`config.mk`:
```
export PLATFORM = sky130hd
export DESIGN_NAME = ai_ram_avst_unloader_flat
export DESIGN_NICKNAME = d
export VERILOG_FILES = /design/src/rtl/ai_ram_avst_unloader_if.sv /design/src/rtl/ai_ram_avst_unloader.sv /design/src/flat_wrapper.sv
export SDC_FILE = /design/constraint.sdc
export NUM_CORES = 1
export LEC_CHECK = 0
export BUFFER_PORTS_ARGS = -buffer_cell sky130_fd_sc_hd__clkbuf_2
export CORE_UTILIZATION = 29
export CTS_CLUSTER_DIAMETER = 150
export DETAILED_ROUTE_END_ITERATION = 6
export HOLD_SLACK_MARGIN = 0.15
export REMOVE_ABC_BUFFERS = 1
export SLEW_MARGIN = 25
export SYNTH_ARGS = -nofsm -noshare
export SYNTH_HDL_FRONTEND = slang
export SYNTH_SLANG_ARGS = --single-unit
export TNS_END_PERCENT = 100
```
`constraint.sdc`:
```
create_clock -name clk -period 3.65 [get_ports clk]
set_clock_uncertainty 0.05 [all_clocks]
set_input_delay 0.1825 -clock clk [delete_from_list [all_inputs] [get_ports clk]]
set_output_delay 0.1825 -clock clk [all_outputs]
set_load 0.02 [all_outputs]
```
`src/rtl/ai_ram_avst_unloader_if.sv`:
```
// RAM read port plus Avalon-ST source bundle between the unloader and its neighbours.
interface ai_ram_avst_unloader_if #(
  parameter int ADDR_W = 14
);
  logic [ADDR_W-1:0] q_addr;
  logic              q_read;
  logic [7:0]        q_data1;
  logic [7:0]        q_data2;
  logic [7:0]        q_data3;
  logic [7:0]        q_data4;
  logic [31:0]       avs_src_data;
  logic              avs_src_valid;
  logic              avs_src_startofpacket;
  logic              avs_src_endofpacket;
  logic              avs_src_ready;

  // Unloader side: drives RAM address/strobe and the stream source.
  modport master (
    output q_addr, q_read,
    output avs_src_data, avs_src_valid, avs_src_startofpacket, avs_src_endofpacket,
    input  q_data1, q_data2, q_data3, q_data4,
    input  avs_src_ready
  );

  // RAM model / stream sink side.
  modport slave (
    input  q_addr, q_read,
    input  avs_src_data, avs_src_valid, avs_src_startofpacket, avs_src_endofpacket,
    output q_data1, q_data2, q_data3, q_data4,
    output avs_src_ready
  );
endinterface

```
`src/rtl/ai_ram_avst_unloader.sv`:
```
// Streams AI RAM words 0..len-1 out as 32-bit Avalon-ST beats (sop on first, eop on last).
//
// state | meaning
// IDLE  | waiting for start; len=0 start only pulses done
// READ  | q_read asserted for the current word address
// WAIT  | RAM read latency; capture the four lanes
// SEND  | beat presented on the stream until accepted
module ai_ram_avst_unloader #(
  parameter int ADDR_W = 14
) (
  input  logic              clk,
  input  logic              rst,
  input  logic              start,
  input  logic [ADDR_W:0]   len,
  output logic              busy,
  output logic              done,
  ai_ram_avst_unloader_if.master bus
);

  typedef enum logic [1:0] {IDLE, READ, WAIT, SEND} state_t;

  localparam logic [ADDR_W:0] MAX_LEN = {1'b1, {ADDR_W{1'b0}}};

  state_t            f_state_q, f_state_d;
  logic [ADDR_W-1:0] f_addr_q,  f_addr_d;
  logic [ADDR_W:0]   f_cnt_q,   f_cnt_d;
  logic [31:0]       f_mem_q,   f_mem_d;
  logic              f_first_q, f_first_d;
  logic              done_q,    done_d;

  logic [ADDR_W:0]   len_clamped;
  logic              last_beat;

  assign len_clamped = (len > MAX_LEN) ? MAX_LEN : len;
  assign last_beat   = (f_cnt_q == {{ADDR_W{1'b0}}, 1'b1});

  // State register with synchronous active-high reset.
  always_ff @(posedge clk) begin
    if (rst) begin
      f_state_q <= IDLE;
      f_addr_q  <= '0;
      f_cnt_q   <= '0;
      f_mem_q   <= '0;
      f_first_q <= 1'b0;
      done_q    <= 1'b0;
    end else begin
      f_state_q <= f_state_d;
      f_addr_q  <= f_addr_d;
      f_cnt_q   <= f_cnt_d;
      f_mem_q   <= f_mem_d;
      f_first_q <= f_first_d;
      done_q    <= done_d;
    end
  end

  // Next-state logic; the address only advances on a non-final beat, so it never wraps.
  always_comb begin
    f_state_d = f_state_q;
    f_addr_d  = f_addr_q;
    f_cnt_d   = f_cnt_q;
    f_mem_d   = f_mem_q;
    f_first_d = f_first_q;
    done_d    = 1'b0;
    case (f_state_q)
      IDLE: begin
        if (start) begin
          if (len == '0) begin
            done_d = 1'b1;
          end else begin
            f_state_d = READ;
            f_cnt_d   = len_clamped;
            f_addr_d  = '0;
            f_first_d = 1'b1;
          end
        end
      end
      READ: f_state_d = WAIT;
      WAIT: begin
        f_mem_d   = {bus.q_data4, bus.q_data3, bus.q_data2, bus.q_data1};
        f_state_d = SEND;
      end
      SEND: begin
        if (bus.avs_src_ready) begin
          if (last_beat) begin
            f_state_d = IDLE;
            done_d    = 1'b1;
          end else begin
            f_state_d = READ;
            f_cnt_d   = f_cnt_q - 1'b1;
            f_addr_d  = f_addr_q + 1'b1;
            f_first_d = 1'b0;
          end
        end
      end
      default: f_state_d = IDLE;
    endcase
  end

  // Outputs decode registered state only; ready never reaches valid combinationally.
  always_comb begin
    busy                      = (f_state_q != IDLE);
    done                      = done_q;
    bus.q_read                = (f_state_q == READ);
    bus.q_addr                = f_addr_q;
    bus.avs_src_valid         = (f_state_q == SEND);
    bus.avs_src_data          = (f_state_q == SEND) ? f_mem_q : 32'h0;
    bus.avs_src_startofpacket = (f_state_q == SEND) && f_first_q;
    bus.avs_src_endofpacket   = (f_state_q == SEND) && last_beat;
  end

endmodule

```
`src/flat_wrapper.sv`:
```
// flat-port wrapper written by rule: the top's interface ports become plain ports
module ai_ram_avst_unloader_flat 
#(
  parameter int ADDR_W = 14
)
  (clk, rst, start, len, busy, done, bus_q_addr, bus_q_read, bus_avs_src_data, bus_avs_src_valid, bus_avs_src_startofpacket, bus_avs_src_endofpacket, bus_q_data1, bus_q_data2, bus_q_data3, bus_q_data4, bus_avs_src_ready);
  ai_ram_avst_unloader_if #(.ADDR_W(ADDR_W)) bus_i ();
  input  logic clk;
  input  logic rst;
  input  logic start;
  input  logic [ADDR_W:0] len;
  output logic busy;
  output logic done;
  output wire logic [$bits(bus_i.q_addr)-1:0] bus_q_addr;
  output wire logic [$bits(bus_i.q_read)-1:0] bus_q_read;
  output wire logic [$bits(bus_i.avs_src_data)-1:0] bus_avs_src_data;
  output wire logic [$bits(bus_i.avs_src_valid)-1:0] bus_avs_src_valid;
  output wire logic [$bits(bus_i.avs_src_startofpacket)-1:0] bus_avs_src_startofpacket;
  output wire logic [$bits(bus_i.avs_src_endofpacket)-1:0] bus_avs_src_endofpacket;
  input wire logic [$bits(bus_i.q_data1)-1:0] bus_q_data1;
  input wire logic [$bits(bus_i.q_data2)-1:0] bus_q_data2;
  input wire logic [$bits(bus_i.q_data3)-1:0] bus_q_data3;
  input wire logic [$bits(bus_i.q_data4)-1:0] bus_q_data4;
  input wire logic [$bits(bus_i.avs_src_ready)-1:0] bus_avs_src_ready;
  assign bus_q_addr = bus_i.q_addr;
  assign bus_q_read = bus_i.q_read;
  assign bus_avs_src_data = bus_i.avs_src_data;
  assign bus_avs_src_valid = bus_i.avs_src_valid;
  assign bus_avs_src_startofpacket = bus_i.avs_src_startofpacket;
  assign bus_avs_src_endofpacket = bus_i.avs_src_endofpacket;
  assign bus_i.q_data1 = bus_q_data1;
  assign bus_i.q_data2 = bus_q_data2;
  assign bus_i.q_data3 = bus_q_data3;
  assign bus_i.q_data4 = bus_q_data4;
  assign bus_i.avs_src_ready = bus_avs_src_ready;
  ai_ram_avst_unloader #(.ADDR_W(ADDR_W)) u_core (.clk(clk), .rst(rst), .start(start), .len(len), .busy(busy), .done(done), .bus(bus_i));
endmodule
```
**Word level (Yosys, flattened, before mapping)**

Index checks and enable logic that the tools add are counted.

- Div/mod/pow operators: 0
- Bitwise gates (word level): 0
- Add/subtract/negate cells: 2
- Shift operators: 0
- Muxes and demuxes: 27
- Multipliers: 0
- Magnitude comparators: 1
- Reductions and logical operators: 8
- Equal/unequal tests: 8

Operators by type and width:

| operator | number |
|---|---|
| 15-bit two-way mux | 5 |
| 14-bit two-way mux | 4 |
| 32-bit two-way mux | 1 |
| 15-bit one-hot mux with 2 select lines | 1 |
| 14-bit one-hot mux with 2 select lines | 1 |
| 15-bit by 1-bit == test with 1-bit output (second input constant) | 1 |
| 15-bit greater-than comparator (second input constant) | 1 |
| 15-bit logical NOT | 1 |
| 15-bit by 1-bit subtractor with 15-bit output (second input constant) | 1 |
| 14-bit by 1-bit adder with 14-bit output (second input constant) | 1 |
| 1-bit two-way mux | 9 |
| 2-bit one-hot mux with 4 select lines | 1 |
| 2-bit two-way mux | 3 |
| 2-bit != test (second input constant) | 3 |
| 5-bit AND reduction | 1 |
| 2-bit == test (second input constant) | 2 |
| 1-bit one-hot mux with 2 select lines | 2 |
| 2-bit nonzero test | 2 |
| 3-bit AND reduction | 1 |
| 2-bit by 1-bit == test with 1-bit output (second input constant) | 1 |
| 1-bit logical AND | 2 |
| 2-bit logical NOT | 1 |
| 2-bit by 1-bit != test with 1-bit output (second input constant) | 1 |

- Memories kept: 0
- Bits in writable memories: 0
- Input port bits: 51
- Bits in registers: 65
- Latch bits: 0
- Output and inout bits: 52
- Logic and storage cells: 52
- Memory bits (read-only): 0

**Logic depth before layout (Yosys ltp)**

- Depth after elaboration: 5
- Gate-level depth with buffers: 9
- Mapped depth without buffers: 8

**Least setup slack after synthesis**

OpenSTA, ideal clock, no wires.

- Path kind: register to register
- Start: register u_core.f_state_q[0]
- End: register u_core.f_addr_q[12], in the netlist u_core.bus.q_addr[12]
- Period minus slack after synthesis: 1.913 ns
- Path buffers: 0
- Slack: 1.737 ns
- Data required time: 3.529 ns
- Arrival time: 1.792 ns
- Library setup time: 0.071 ns
- Cell stages (with the launch flop): 9
- Path through: dfxtp_1 > inv_1 > ha_1 > nand2b_1 > a21oi_1 > o31ai_2 > or2_4 > or3_1 > a21oi_1

- Word-level cells in the longest chain between the ends: 3
- Elaborated cells between the ends (all ways): 9
- Those cells by class: eq/ne: 5; mux: 1; reduce/logical: 3

RTL lines:

| element | RTL line | source |
|---|---|---|
| start, declared | ai_ram_avst_unloader.sv:24 | `state_t f_state_q, f_state_d;` |
| start signal, assigned | ai_ram_avst_unloader.sv:47 | `f_state_q <= f_state_d;` |
| 2-bit == test / 2-bit logical NOT (equally long branches) | ai_ram_avst_unloader.sv:64 | `case (f_state_q)` |
| 2-bit != test (no line), or another cell as far along | -- |  |
| 5-bit AND reduction (no line) | -- |  |
| end signal, assigned | ai_ram_avst_unloader.sv:48 | `f_addr_q <= f_addr_d;` |
| end, declared | ai_ram_avst_unloader.sv:25 | `logic [ADDR_W-1:0] f_addr_q, f_addr_d;` |

Several ways; a longest one is shown, not always the timed one.
A chain may end at the register's enable or synchronous reset.

**Worst setup path after layout**

- Start: register u_core.f_state_q[0]
- End: register u_core.f_cnt_q[1]

- Word-level cells in the longest chain between the ends: 3
- Elaborated cells between the ends (all ways): 9
- Those cells by class: eq/ne: 5; mux: 1; reduce/logical: 3

RTL lines:

| element | RTL line | source |
|---|---|---|
| 2-bit == test / 2-bit logical NOT (equally long branches) | ai_ram_avst_unloader.sv:64 |  |
| 2-bit != test (no line), or another cell as far along | -- |  |
| 5-bit AND reduction (no line) | -- |  |
| end signal, assigned | ai_ram_avst_unloader.sv:49 | `f_cnt_q <= f_cnt_d;` |
| end, declared | ai_ram_avst_unloader.sv:26 | `logic [ADDR_W:0] f_cnt_q, f_cnt_d;` |

Several ways; a longest one is shown, not always the timed one.

==> reports/results.ini <==
[worst_setup_path]
path_cells=ha_1 -> buf_4 -> nand2b_1 -> a21oi_1 -> o31ai_2 -> buf_4 -> nor2_1 -> o221ai_1 -> nor3b_1
arrival_ps=3000
slowest_delay_ps=770
worst-path-max-fanout=26
worstSetupStartpointType=flop
path_class=flop to flop
crit_slowest_cell=nor2_1
cpMostUsedCell=buf_4
cp.required_ps=3790
end_kind=flop

[sta]
finalHoldViolations=0
fin_crit_sh_pct=78.3
setup_violations=0
worst_pin_slew_ps=1010
report.final.slew_viol_count=0
max_slew_margin_pct=32.7
fin_crit_ps=2860
setup-tns-final_ps=0
fmax_mhz=350
fin_ws_ps=791
rsz0062_at_grt=no

[routing]
viasPerCell=4.90
drtAntennaViolNets=0
dr.pass1.iters=4
wl_per_cell_microns=14.1
vias=3290
routed_wl_microns=9450
first_iter_violations=144
drcViolationCount=0

[power_and_ir_drop]
seq_power_share_pct=34.8
ir_drop_mv=0.306
switching_power_mw=0.863
combinationalPowerShare_pct=31.3
p_total_mw=2.56
p_leak_nw=1.92
p_sw_share_pct=33.6
clock_power_share_pct=33.9
power_density_mw_per_mm2=560
internal-power_mw=1.70

[clock_network]
cts-root-buf=clkbuf_16
hold_buffers=34
cts_buffers=9
cts_tree=built
post_cts_resized=0
cts_htree_levels=3
worstSkewPairLatency_ps=320
clkTransAtPathRegs_ps=50
clk_path_buf_depth=2
postCtsSetupBuffers=0
cts_sinks=65

[yosys]
synth-seq-cells=65
synth_edf_count=0
yosys.area_share.simple_pct=29.0
syn_area_sq_mm=0.00334
postSynthCellCount=401
yosysWarningCount=0
avgSynthCellArea_sq_um=8.32
synthXorXnorAreaFrac_pct=2.63
yosysUniqueCellTypes=46
synth-main-ff-cell=dfxtp_1
ys_seq_area_share_pct=39.0
yosys.area_share.adder_pct=3.00
synth_compound_area_share_pct=11.7
synth_top_family_by_area=simple AND/OR/NAND/NOR gates
async_flop_share_pct=0
synth.area.mux_share_pct=10.2

[final_layout]
finalCoreUtilization_pct=41.5
diodes=0
fin_nets=586
fillers=1134
final_cell_mix=102 x clkbuf_2, 65 x dfxtp_1, 60 x nor2_1
syn_to_final_growth_pct=37.2
drive_gt1_share_pct=24.9
design_area_sq_mm=0.00458
final_common_cell=clkbuf_2

[grt]
busiest_layer=met2
grt.total_usage_pct=16.4
grt_max_degree=33
gr-usage-met2_pct=26.6
grt_pass1_wl_microns=15300
grt_pass1_vias=3226
antenna_found_initial=0
grt_remaining_overflow=0
grt_util_met1_pct=20.4
met3_usage_pct=4.96

[floorplan]
coreArea_sq_mm=0.0110
die_h_microns=109
io-pin-count=103
rows=38
start_util_pct=30.2
die_w_microns=109
die_area_sq_mm=0.0119

[min_path]
hp-class=input port to flop

[placement]
dpl_worst_slack_ps=767
placed_area_sq_mm=0.00394
port_buffers=102
place.gp.congestion=0.790
dp_hpwl_microns=6270

[run]
maxCapViolCount=0

[status]
status=completed

-- worst max-delay path, delay by kind of cell, from the launching register on --
family,cells,cell delay (ps)
and+or+nand+nor,3,1060
adders and majority gates,1,230
AOI/OAI and AO/OA,3,510
DFF,1,410
buffers and inverters,2,470
-- worst paths after layout --
kind / cells after the start / endpoint / startpoint / slack [ps]
worst max-delay path: 9 / u_core.f_cnt_q[1] / u_core.f_state_q[0] / 790
worst min-delay path: 3 / u_core.f_cnt_q[7] / len[7] / 170
worst max register to register: 9 / u_core.f_cnt_q[1] / u_core.f_state_q[0] / 790
worst min register to register: 2 / u_core.f_first_q / u_core.f_first_q / 400
-- metal layers --
| layer | vias to the layer above | part of all wire, % |
|---|---|---|
| li1 | 1636 | - |
| met1 | 1523 | 45 |
| met3 | 11 | 7.5 |
| met5 | - | 0 |
| met4 | 0 | 1.4 |
| met2 | 120 | 46 |
-- synthesized netlist by cell type (all sizes together), types with 9 or more instances --
cell | n | area (sq um)
dfxtp | 65 | 1300
nor2 | 60 | 225
and2 | 36 | 228
mux2i | 34 | 340
nand2 | 30 | 113
a21oi | 29 | 145
o21ai | 20 | 100
clkbuf | 14 | 52.6
buf | 11 | 61.3
xnor2 | 10 | 87.6
nor3 | 9 | 45.0
-- logic make-up (layout without fill, tap and decap cells) --
family / count (synthesis) / after routing
AOI/OAI and AO/OA: 67 / 67
xor gates and xnor gates: 10 / 10
adders and majority gates: 8 / 8
buffers and inverters: 34 / 164
DFF: 65 / 65
muxes: 34 / 34
and+or+nand+nor: 183 / 183
-- cell type report --
cell class                 count  area, sq um  share of cell area (%)
multi-input combinational    302         1890                    41.3
sequential                    65         1300                    28.4
timing repair buffer         140          881                    19.2
clock buffer                  12          256                    5.60
tap                          140          175                    3.83
clock inverter                 3         40.0                   0.875
inverter                       9         33.8                   0.738
-- power by group through the flow --
stage | Clock [mW] | Sequential, mW | Combinational [mW]
after floorplan | 0 | 0.889 | 0.561
after global placement | 0 | 0.899 | 0.757
after detailed placement | 0 | 0.904 | 0.772
after CTS | 0.890 | 0.893 | 0.805
after global routing | 0.926 | 0.907 | 0.899
final | 0.870 | 0.893 | 0.802
-- state kept, by name (all words and copies together), names as in the netlist --
register and flops:
u_core.bus.q_addr 14, u_core.f_first_q 1, u_core.done 1, u_core.f_cnt_q 15
u_core.f_state_q 2, u_core.f_mem_q 32
-- metrics by stage --
step                      cells  hold WS [ps]
after floorplan             376           202
after global placement      622           367
after detailed placement    622           378
after CTS                   671           155
after global routing        671           197
final                       671           168
No activity file was read; power rests on OpenSTA's default activity.
